[config.mk]
export PLATFORM = sky130hd
export DESIGN_NAME = icache_tag_ctrl
export DESIGN_NICKNAME = d
export VERILOG_FILES = /design/src/rtl/icache_pkg.sv /design/src/rtl/icache_tag_sweep.sv /design/src/rtl/icache_tag_ctrl.sv
export SDC_FILE = /design/constraint.sdc
export NUM_CORES = 1
export LEC_CHECK = 0
export ABC_AREA = 1
export CAP_MARGIN = 20
export CORE_ASPECT_RATIO = 1.25
export CORE_MARGIN = 4
export CORE_UTILIZATION = 34
export CTS_CLUSTER_DIAMETER = 120
export DETAILED_ROUTE_END_ITERATION = 7
export PLACE_DENSITY = 0.78
export REMOVE_ABC_BUFFERS = 1
export SLEW_MARGIN = 20
export SYNTH_ARGS = -nofsm -noshare
export SYNTH_HDL_FRONTEND = slang
export SYNTH_SLANG_ARGS = --single-unit
[constraint.sdc]
create_clock -name clk -period 1.1 [get_ports clk]
set_input_delay 0.165 -clock clk [delete_from_list [all_inputs] [get_ports clk]]
set_output_delay 0.165 -clock clk [all_outputs]
set_load 0.01 [all_outputs]
[src/rtl/icache_pkg.sv]
// Shared types and constants for the icache tag SRAM controller.
package icache_pkg;

  localparam int INDEX_W = 6;
  localparam int TAG_W   = 22;
  localparam int ENTRY_W = TAG_W + 1;

  // One tag SRAM word: bit TAG_W is the valid flag, the rest is the tag.
  typedef struct packed {
    logic             valid;
    logic [TAG_W-1:0] tag;
  } tag_entry_t;

  // SWEEP clears every entry; RUN arbitrates flush > fill > lookup.
  typedef enum logic [0:0] {
    ST_SWEEP = 1'b0,
    ST_RUN   = 1'b1
  } ctrl_state_e;

  // A stored entry matches when it is valid and its tag equals the request tag.
  function automatic logic entry_hit(input tag_entry_t entry, input logic [TAG_W-1:0] tag);
    return entry.valid && (entry.tag == tag);
  endfunction

  // Build the word written by a fill.
  function automatic tag_entry_t make_entry(input logic valid, input logic [TAG_W-1:0] tag);
    tag_entry_t e;
    e.valid = valid;
    e.tag   = tag;
    return e;
  endfunction

endpackage

[src/rtl/icache_tag_sweep.sv]
// Index counter for the invalidate sweep: walks 0..63 writing zero entries.
module icache_tag_sweep
  import icache_pkg::*;
(
  input  logic               clk,
  input  logic               rst,
  input  logic               step_i,     // a sweep write is issued this cycle
  input  logic               restart_i,  // begin a new sweep at index 0
  output logic [INDEX_W-1:0] addr_o,
  output tag_entry_t         din_o,
  output logic               done_o      // current issue is the last index
);

  logic [INDEX_W-1:0] count_q;
  logic [INDEX_W-1:0] count_d;

  // Next-count: restart wins, otherwise advance once per issued write.
  always_comb begin
    count_d = count_q;
    if (restart_i) begin
      count_d = {INDEX_W{1'b0}};
    end else if (step_i) begin
      // Wraps 63 -> 0 exactly on the exit cycle of the sweep.
      count_d = count_q + {{(INDEX_W-1){1'b0}}, 1'b1};
    end else begin
      count_d = count_q;
    end
  end

  // Counter register; reset leaves the sweep ready to start at index 0.
  always_ff @(posedge clk or posedge rst) begin
    if (rst) begin
      count_q <= {INDEX_W{1'b0}};
    end else begin
      count_q <= count_d;
    end
  end

  assign addr_o = count_q;
  assign din_o  = make_entry(1'b0, {TAG_W{1'b0}});
  assign done_o = (count_q == {INDEX_W{1'b1}});

endmodule

[src/rtl/icache_tag_ctrl.sv]
// Arbiter between lookups, fills and flushes for the single-port tag SRAM,
// with an initialization sweep after reset and a one-cycle hit response.
module icache_tag_ctrl
  import icache_pkg::*;
(
  input  logic               clk,
  input  logic               rst,
  input  logic               lookup_valid,
  output logic               lookup_ready,
  input  logic [INDEX_W-1:0] lookup_index,
  input  logic [TAG_W-1:0]   lookup_tag,
  output logic               resp_valid,
  output logic               resp_hit,
  input  logic               fill_valid,
  output logic               fill_ready,
  input  logic [INDEX_W-1:0] fill_index,
  input  logic [TAG_W-1:0]   fill_tag,
  input  logic               flush_req,
  output logic               flush_busy,
  output logic               sram_csb,
  output logic               sram_web,
  output logic [INDEX_W-1:0] sram_addr,
  output logic [TAG_W:0]     sram_din,
  input  logic [TAG_W:0]     sram_dout
);

  ctrl_state_e        state_q;
  ctrl_state_e        state_d;
  logic               resp_valid_q;
  logic               resp_valid_d;
  logic [TAG_W-1:0]   tag_q;
  logic [TAG_W-1:0]   tag_d;

  logic               sweep_step_s;
  logic               sweep_restart_s;
  logic [INDEX_W-1:0] sweep_addr_s;
  tag_entry_t         sweep_din_s;
  logic               sweep_done_s;

  logic               lookup_ready_s;
  logic               fill_ready_s;
  logic               lookup_fire_s;
  logic               csb_s;
  logic               web_s;
  logic [INDEX_W-1:0] addr_s;
  tag_entry_t         din_s;

  icache_tag_sweep u_sweep (
    .clk       (clk),
    .rst       (rst),
    .step_i    (sweep_step_s),
    .restart_i (sweep_restart_s),
    .addr_o    (sweep_addr_s),
    .din_o     (sweep_din_s),
    .done_o    (sweep_done_s)
  );

  // Next-state, arbitration and SRAM command decode.
  always_comb begin
    state_d         = state_q;
    sweep_step_s    = 1'b0;
    sweep_restart_s = 1'b0;
    lookup_ready_s  = 1'b0;
    fill_ready_s    = 1'b0;
    lookup_fire_s   = 1'b0;
    csb_s           = 1'b1;
    web_s           = 1'b1;
    addr_s          = {INDEX_W{1'b0}};
    din_s           = make_entry(1'b0, {TAG_W{1'b0}});
    case (state_q)
      ST_SWEEP: begin
        // Write zero to the current index every cycle; flush_req is moot here.
        sweep_step_s = 1'b1;
        csb_s        = 1'b0;
        web_s        = 1'b0;
        addr_s       = sweep_addr_s;
        din_s        = sweep_din_s;
        if (sweep_done_s) begin
          state_d = ST_RUN;
        end else begin
          state_d = ST_SWEEP;
        end
      end
      ST_RUN: begin
        if (flush_req) begin
          // No access this cycle; sweep begins next cycle at index 0.
          sweep_restart_s = 1'b1;
          state_d         = ST_SWEEP;
        end else if (fill_valid) begin
          fill_ready_s = 1'b1;
          csb_s        = 1'b0;
          web_s        = 1'b0;
          addr_s       = fill_index;
          din_s        = make_entry(1'b1, fill_tag);
        end else begin
          lookup_ready_s = 1'b1;
          if (lookup_valid) begin
            lookup_fire_s = 1'b1;
            csb_s         = 1'b0;
            addr_s        = lookup_index;
          end else begin
            lookup_fire_s = 1'b0;
          end
        end
      end
      default: begin
        sweep_restart_s = 1'b1;
        state_d         = ST_SWEEP;
      end
    endcase
  end

  // Response pipeline next values: capture the request tag on acceptance.
  always_comb begin
    resp_valid_d = lookup_fire_s;
    if (lookup_fire_s) begin
      tag_d = lookup_tag;
    end else begin
      tag_d = tag_q;
    end
  end

  // State and response registers; reset drops any pending response.
  always_ff @(posedge clk or posedge rst) begin
    if (rst) begin
      state_q      <= ST_SWEEP;
      resp_valid_q <= 1'b0;
      tag_q        <= {TAG_W{1'b0}};
    end else begin
      state_q      <= state_d;
      resp_valid_q <= resp_valid_d;
      tag_q        <= tag_d;
    end
  end

  // The state register already reads SWEEP during reset, so only the
  // macro strobes need forcing inactive while rst is high.
  assign sram_csb     = csb_s | rst;
  assign sram_web     = web_s | rst;
  assign sram_addr    = addr_s;
  assign sram_din     = din_s;
  assign lookup_ready = lookup_ready_s;
  assign fill_ready   = fill_ready_s;
  assign flush_busy   = (state_q == ST_SWEEP);
  assign resp_valid   = resp_valid_q;
  assign resp_hit     = resp_valid_q && entry_hit(tag_entry_t'(sram_dout), tag_q);

endmodule

==> flow_summary.toml, run 1 <==
[critical_path]
crit_chain = "inv_2 -> nor3_4 -> nand2_4 -> inv_8 -> nand2_2 -> o211ai_1 -> buf_2"
critical_path.endpoint = "sram_addr[5]"
worstPathArrival_ns = 1.53
critPathLaunchType = "flip-flop"
critical_path.startpoint = "state_q$_DFF_PP0_"
setup.worst_path.class = "reg -> out"
timing.critical_path.slowest_stage_cell = "dfrtp_1"
crit-reg2reg-capture = "tag_q[9]$_DFFE_PP0P_"
reg2reg_slack_ns = -0.32
timing.critical_path.slowest_cell_delay_ns = 0.41
worstSetupEndpointType = "output port"
timing.rr.start = "state_q$_DFF_PP0_"
worst_path_required_ns = 0.94
rr_worst_depth = 8
crit_path_max_fanout = 6

[route]
detail_route.wirelength_mm = 8.62
route.detailed.vias_per_inst = 4.78
drt_drc_violations_left = 0
routed-via-count = 2555
wl_per_cell_microns = 16.1
route.antenna.remaining_nets = 0
detailedRoute.firstIterationViolations = 101
length_of_the_first_detailed_routing_pass_in_iterations = 4

[synthesis]
synthesized_area_divided_by_synthesized_cell_count_sq_um = 6.38
synth.area.mux_share = 0
number_of_enable_flip_flop_cells_after_synthesis = 0
synthesis.area_sq_mm = 0.00195
netlist.area_leader.share = 0.386
yosys.cell_count.top_type = "nand2_1"
yosysUniqueCellTypes = 22
netlist_top_cells_count = "nand2_1, inv_1, nor2_1, dfrtp_1, o21ai_0"
synth_fa_ha_area_frac = 0.00643
yosys_warnings = 0
synthCells = 305
dominantRegCellSynth = "dfrtp_1"
yosys-top-cells-area = "dfrtp_1, nand2_1, inv_1, nor2_1, o21ai_0"
combinational_family_with_the_most_area_after_synthesis = "simple AND/OR/NAND/NOR gates"
postSynthRegisterBits = 30
synth_xor_xnor_area_share = 0.0135
async_reset_ff_frac = 1.00
yosysSeqAreaShare = 0.386
post-synth-top-area-cell = "dfrtp_1"
synth_compound_area_frac = 0.0836
synth_simple_gate_area_share = 0.352

[power]
power_density_mw_per_mm2 = 1540
total_leakage_power_nw = 2.16
report.power.total_w = 0.00650
ir_worst_vdd_v = 0.00105

[clocking]
largest_buffer_count_on_any_clock_path = 2
register_clock_pin_slew_on_the_reported_worst_setup_and_hold_paths_ns = 0.06
cts_made_buffers = 5
clkLatencyLatePin_ns = 0.27
tritoncts = "yes"
clock_tree.root_cell = "clkbuf_8"
postCtsHoldBufs = 0
tritoncts_num_sinks = 30
h-tree-depth = 2

[sta]
layout_min_cycle_time_ns = 1.69
report.final.setup_viol = 64
slew_violations = 0
hold-worst-slack_ns = 0.434
slew-limit-headroom = 0.733
finalHoldViolations = 0
timing.fmax_mhz = 591
timing.clock.skew_ns = 0.00141
finalWorstSetupSlack_ns = -0.592
layout_worst_path_cycle_share = 1.54
worst_slew_pin_slew_ns = 0.400
rsz0062_at_grt = "true"

[floorplanning]
die-width_microns = 75.7
fp-row-count = 30
fp.dieArea_sq_mm = 0.00700
height_of_the_die_microns = 92.6
core_sq_mm = 0.00548
top_ports = 120
initial_utilization = 0.355

[placed_design]
dpl.hpwl_mm = 5.42
place.port_buffers = 119
place.gp.congestion = 0.849

[global_routing]
combined_global_route_utilization_of_all_metal_layers = 0.204
grt.overflow.total = 0
antenna_found_initial = 0
grt_pass1_vias = 2495
first_pass_grt_wire_length_mm = 11.1
grt_max_degree = 33

[status]
status = "complete, but fails checks"
failed_checks = "setup timing"

[run]
cap_viol_max_count = 0

[worst_hold_path]
holdCritPathClass = "in -> async"

[cells_and_area]
area_delta_synth_final_pct = 116
n_antenna_cell = 0
layout-drive-gt1-share = 0.398
final_net_count = 554
==> worst min path at each step <==
stage,slack (ns),endpoint,depth (start not counted),start
detailed placement,0.49,tag_q[19]$_DFFE_PP0P_,2,tag_q[19]$_DFFE_PP0P_
finish,0.43,u_sweep.addr_o[3]$_DFFE_PP0P_,3,rst
global placement,0.49,tag_q[19]$_DFFE_PP0P_,2,tag_q[19]$_DFFE_PP0P_
global route,0.45,tag_q[19]$_DFFE_PP0P_,3,lookup_tag[19]
floorplan,0.27,resp_valid$_DFF_PP0_,1,rst
CTS,0.40,u_sweep.addr_o[3]$_DFFE_PP0P_,3,rst
==> stage by stage <==
| stage | setup slack, ns | util | TNS, ns | instance area [sq um] | instances |
|---|---|---|---|---|---|
| 2_1_floorplan | -0.651 | - | -14.66 | 1880 | 297 |
| 3_3_place_gp | -0.975 | 0.623 | -42.93 | 3420 | 515 |
| 3_5_place_dp | -1.01 | 0.623 | -45.03 | 3420 | 515 |
| 4_1_cts | -0.447 | 0.665 | -16.46 | 3640 | 529 |
| 5_1_grt | -0.678 | 0.767 | -25.76 | 4210 | 534 |
| 6_report | -0.592 | 0.767 | -23.87 | 4210 | 534 |
==> routing by layer <==
metal / GRT usage / share of wire / vias to the layer above
met4: 0.0583 / 0.041 / 0
met5: 0 / 0 / -
met1: 0.222 / 0.33 / 1206
li1: - / - / 1231
met2: 0.393 / 0.58 / 89
met3: 0.0261 / 0.047 / 29
==> where the power goes <==
group	internal, W	switching, W	leakage, nW
logic	0.00187	0.00177	1.77
clock network	0.000504	0.000404	0.0482
registers	0.00163	0.000315	0.350
==> flip-flops by register name, indices dropped and copies added (netlist names) <==
name	count
state_q	1
resp_valid	1
tag_q	22
u_sweep.addr_o	6
==> kinds of logic after synthesis <==
family	count (synthesis)
xor gates and xnor gates	3
and+or+nand+nor	168
DFF	30
AOI/OAI and AO/OA	31
buffers and inverters	72
adders and majority gates	1
==> cell type report <==
cell class | instances | area [sq um]
timing repair buffer | 165 | 1690
clock inverter | 1 | 5.00
clock buffer | 7 | 86.3
inverter | 64 | 253
sequential | 30 | 751
fill | 369 | 1270
tap | 64 | 80.1
multi-input combinational | 203 | 1350
==> critical path, delay by kind of cell, from the launching register on <==
family	cells	cell delay (ns)
buf+inv	3	0.39
compound gates	1	0.11
flops	1	0.41
simple gates	3	0.34
==> timing repair <==
| action | 4_1_cts | 5_1_grt |
|---|---|---|
| resized for setup | 229 | 130 |
| setup endpoints to repair | 64 | 66 |
| gates cloned | 0 | 3 |
| pin swaps | 12 | 17 |
| buffers inserted | 7 | 5 |
==> cell usage in the layout, fill, tap and decap left out, types with 6 or more instances in the layout <==
| master | netlist | routed |
|---|---|---|
| clkbuf_8 | 0 | 6 |
| inv_1 | 62 | 59 |
| o21ai_2 | 0 | 10 |
| nand2_1 | 107 | 72 |
| nand3_1 | 12 | 6 |
| dfrtp_1 | 30 | 30 |
| buf_6 | 3 | 39 |
| nand2_4 | 1 | 16 |
| nor2_1 | 40 | 10 |
| buf_4 | 2 | 28 |
| nand2_2 | 0 | 20 |
| clkdlybuf4s50_1 | 0 | 80 |
| o21ai_1 | 3 | 12 |
| nor2_4 | 0 | 25 |
(Power assumes the default switching activity.)
==> run 2, diff against run 1 <==
--- a/config.mk
+++ b/config.mk
@@ -9,10 +9,10 @@
 export CAP_MARGIN = 20
 export CORE_ASPECT_RATIO = 1.25
 export CORE_MARGIN = 4
-export CORE_UTILIZATION = 34
+export CORE_UTILIZATION = 37
 export CTS_CLUSTER_DIAMETER = 120
 export DETAILED_ROUTE_END_ITERATION = 7
-export PLACE_DENSITY = 0.78
+export PLACE_DENSITY = 0.8
 export REMOVE_ABC_BUFFERS = 1
 export SLEW_MARGIN = 20
 export SYNTH_ARGS = -nofsm -noshare
==> constraint.sdc (replaced) <==
create_clock -name clk -period 1.7 [get_ports clk]
set_input_delay 0.255 -clock clk [delete_from_list [all_inputs] [get_ports clk]]
set_output_delay 0.255 -clock clk [all_outputs]
set_load 0.01 [all_outputs]
==> flow_summary.toml, run 2 (synthesis gave the netlist of run 1 again) <==
[sta]
tns_ns = 0
layout_min_cycle_time_ns = 1.65
finalHoldViolations = 0
slew_violations = 0
timing.fmax_mhz = 605
layout_worst_path_cycle_share = 0.973
worst_slew_pin_slew_ns = 0.402
finalWorstSetupSlack_ns = 0.0458
timing.clock.skew_ns = 0.00584
slew-limit-headroom = 0.732
rsz0062_at_grt = "true"
report.final.setup_viol = 0

[critical_path]
worst_path_required_ns = 1.44
setup.worst_path.class = "in -> out"
rr_worst_depth = 6
crit-reg2reg-capture = "tag_q[5]$_DFFE_PP0P_"
worstSetupEndpointType = "output port"
critical_path.startpoint = "sram_dout[11]"
timing.rr.start = "state_q$_DFF_PP0_"
critPathLaunchType = "primary input"
crit_path_max_fanout = 2
reg2reg_slack_ns = 0.32
worstPathArrival_ns = 1.40

[cells_and_area]
n_antenna_cell = 0
max_flop_register = "tag_q"
fillerInstances = 480
layout.cells.most_common = "nand2_1"
most-common-layout-cells = "nand2_1, clkdlybuf4s50_1, inv_1"
largest_register_ffs = 22
instances_no_fill = 502
area_delta_synth_final_pct = 66.9
final_net_count = 524
layout-drive-gt1-share = 0.164

[power]
sw_frac_of_total = 0.368
total_leakage_power_nw = 1.78
power.share.clock = 0.176
power_density_mw_per_mm2 = 1020
combinational_cell_fraction_of_total_power = 0.435
power.sequential.fraction = 0.389
internal_w = 0.00209
report.power.total_w = 0.00331
ir_worst_vdd_v = 0.000798
switching_component_of_the_power_w = 0.00122

[global_routing]
grt.overflow.total = 0
antenna_found_initial = 0
combined_global_route_utilization_of_all_metal_layers = 0.196
grt_max_degree = 40
grt_pass1_vias = 2175
first_pass_grt_wire_length_mm = 9.90

[route]
route.antenna.remaining_nets = 0
wl_per_cell_microns = 12.4
routed-via-count = 2220
detailedRoute.firstIterationViolations = 110
drt_drc_violations_left = 0
length_of_the_first_detailed_routing_pass_in_iterations = 4
detail_route.wirelength_mm = 6.22
route.detailed.vias_per_inst = 4.42

[status]
status = "completed"

[placed_design]
preCtsSetupSlack_ns = -0.570
place.gp.congestion = 0.872
numPlacedInstances = 494
dpl.hpwl_mm = 5.04
place.port_buffers = 119

[floorplanning]
top_ports = 120
core_sq_mm = 0.00508
height_of_the_die_microns = 89.1
initial_utilization = 0.383
fp-row-count = 29
die-width_microns = 72.9
fp.dieArea_sq_mm = 0.00649

[clocking]
register_clock_pin_slew_on_the_reported_worst_setup_and_hold_paths_ns = 0.06
clkLatencyLatePin_ns = 0.27
tritoncts = "yes"
postCtsHoldBufs = 0
clock_tree.root_cell = "clkbuf_8"
cts_made_buffers = 5
cts_post_setup_buffers_inserted = 0
tritoncts_num_sinks = 30
largest_buffer_count_on_any_clock_path = 2
h-tree-depth = 2

[run]
cap_viol_max_count = 0

[worst_hold_path]
holdCritPathClass = "in -> async"
[run 2: changes by cell type in the layout (fill, tap and decap cells not counted), sizes merged]
cell | before | now
dlymetal6s2s | 1 | 2
clkbuf | 10 | 29
clkdlybuf4s50 | 80 | 74
buf | 79 | 24
clkdlybuf4s15 | 0 | 2
clkinv | 1 | 2
inv | 64 | 63
dlygate4sd2 | 2 | 11
[run 2: layout make-up]
class / instances / area [sq um] / area share
Clock buffer: 7 / 86.3 / 0.0266
Timing Repair Buffer: 135 / 1170 / 0.361
Tap cell: 62 / 77.6 / 0.0239
Clock inverter: 1 / 5.00 / 0.00154
Inverter: 64 / 245 / 0.0755
Multi-Input combinational cell: 203 / 908 / 0.280
Sequential cell: 30 / 751 / 0.231
[run 2: routing by layer]
metal / GRT usage / share of wire / vias up
met5: 0 / 0 / -
met4: 0.0587 / 0.017 / 0
met3: 0.0304 / 0.053 / 12
met2: 0.365 / 0.54 / 58
met1: 0.229 / 0.39 / 982
li1: - / - / 1168
[run 2: how the worst max path moves through the flow]
| stage | to | cells past startpoint | slack [ns] |
|---|---|---|---|
| finish | resp_hit | 10 | 0.05 |
| global route | resp_hit | 8 | -0.07 |
| CTS | sram_din[16] | 6 | 0.001 |
| detailed placement | sram_addr[1] | 7 | -0.57 |
| global placement | sram_addr[1] | 7 | -0.52 |
| floorplan | sram_addr[2] | 6 | -0.14 |
[run 2: what timing repair did]
item	CTS	global route
gates resized for setup	79	50
pin swaps	11	8
setup endpoints to repair	35	24
endpoints found under the hold margin	0	0
[run 2: worst max-delay path, stage by stage]
cell and delay [ns]:
clkdlybuf4s50_1 0.48, inv_1 0.04, nand2_1 0.05, o21ai_0 0.07, nor2_1 0.08, nand2_1 0.05, nor2_1 0.10, nand2_1 0.05
nor2_1 0.08, buf_2 0.14
[run 2: power by group through the flow]
stage,combinational (W),clock (W),sequential (W)
after detailed placement,0.00154,0,0.00129
after CTS,0.00146,0.000596,0.00128
after global placement,0.00148,0,0.00126
after floorplan,0.000860,0,0.00123
final,0.00144,0.000583,0.00129
after global routing,0.00165,0.000621,0.00133
[run 2: stage by stage]
stage               hold WS (ns)  cell area [sq um]   util
finish                     0.457               3250  0.639
global route               0.499               3250  0.639
CTS                        0.466               3310  0.652
detailed placement         0.493               3280  0.646
global placement           0.480               3280  0.646
floorplan                  0.360               1880      -
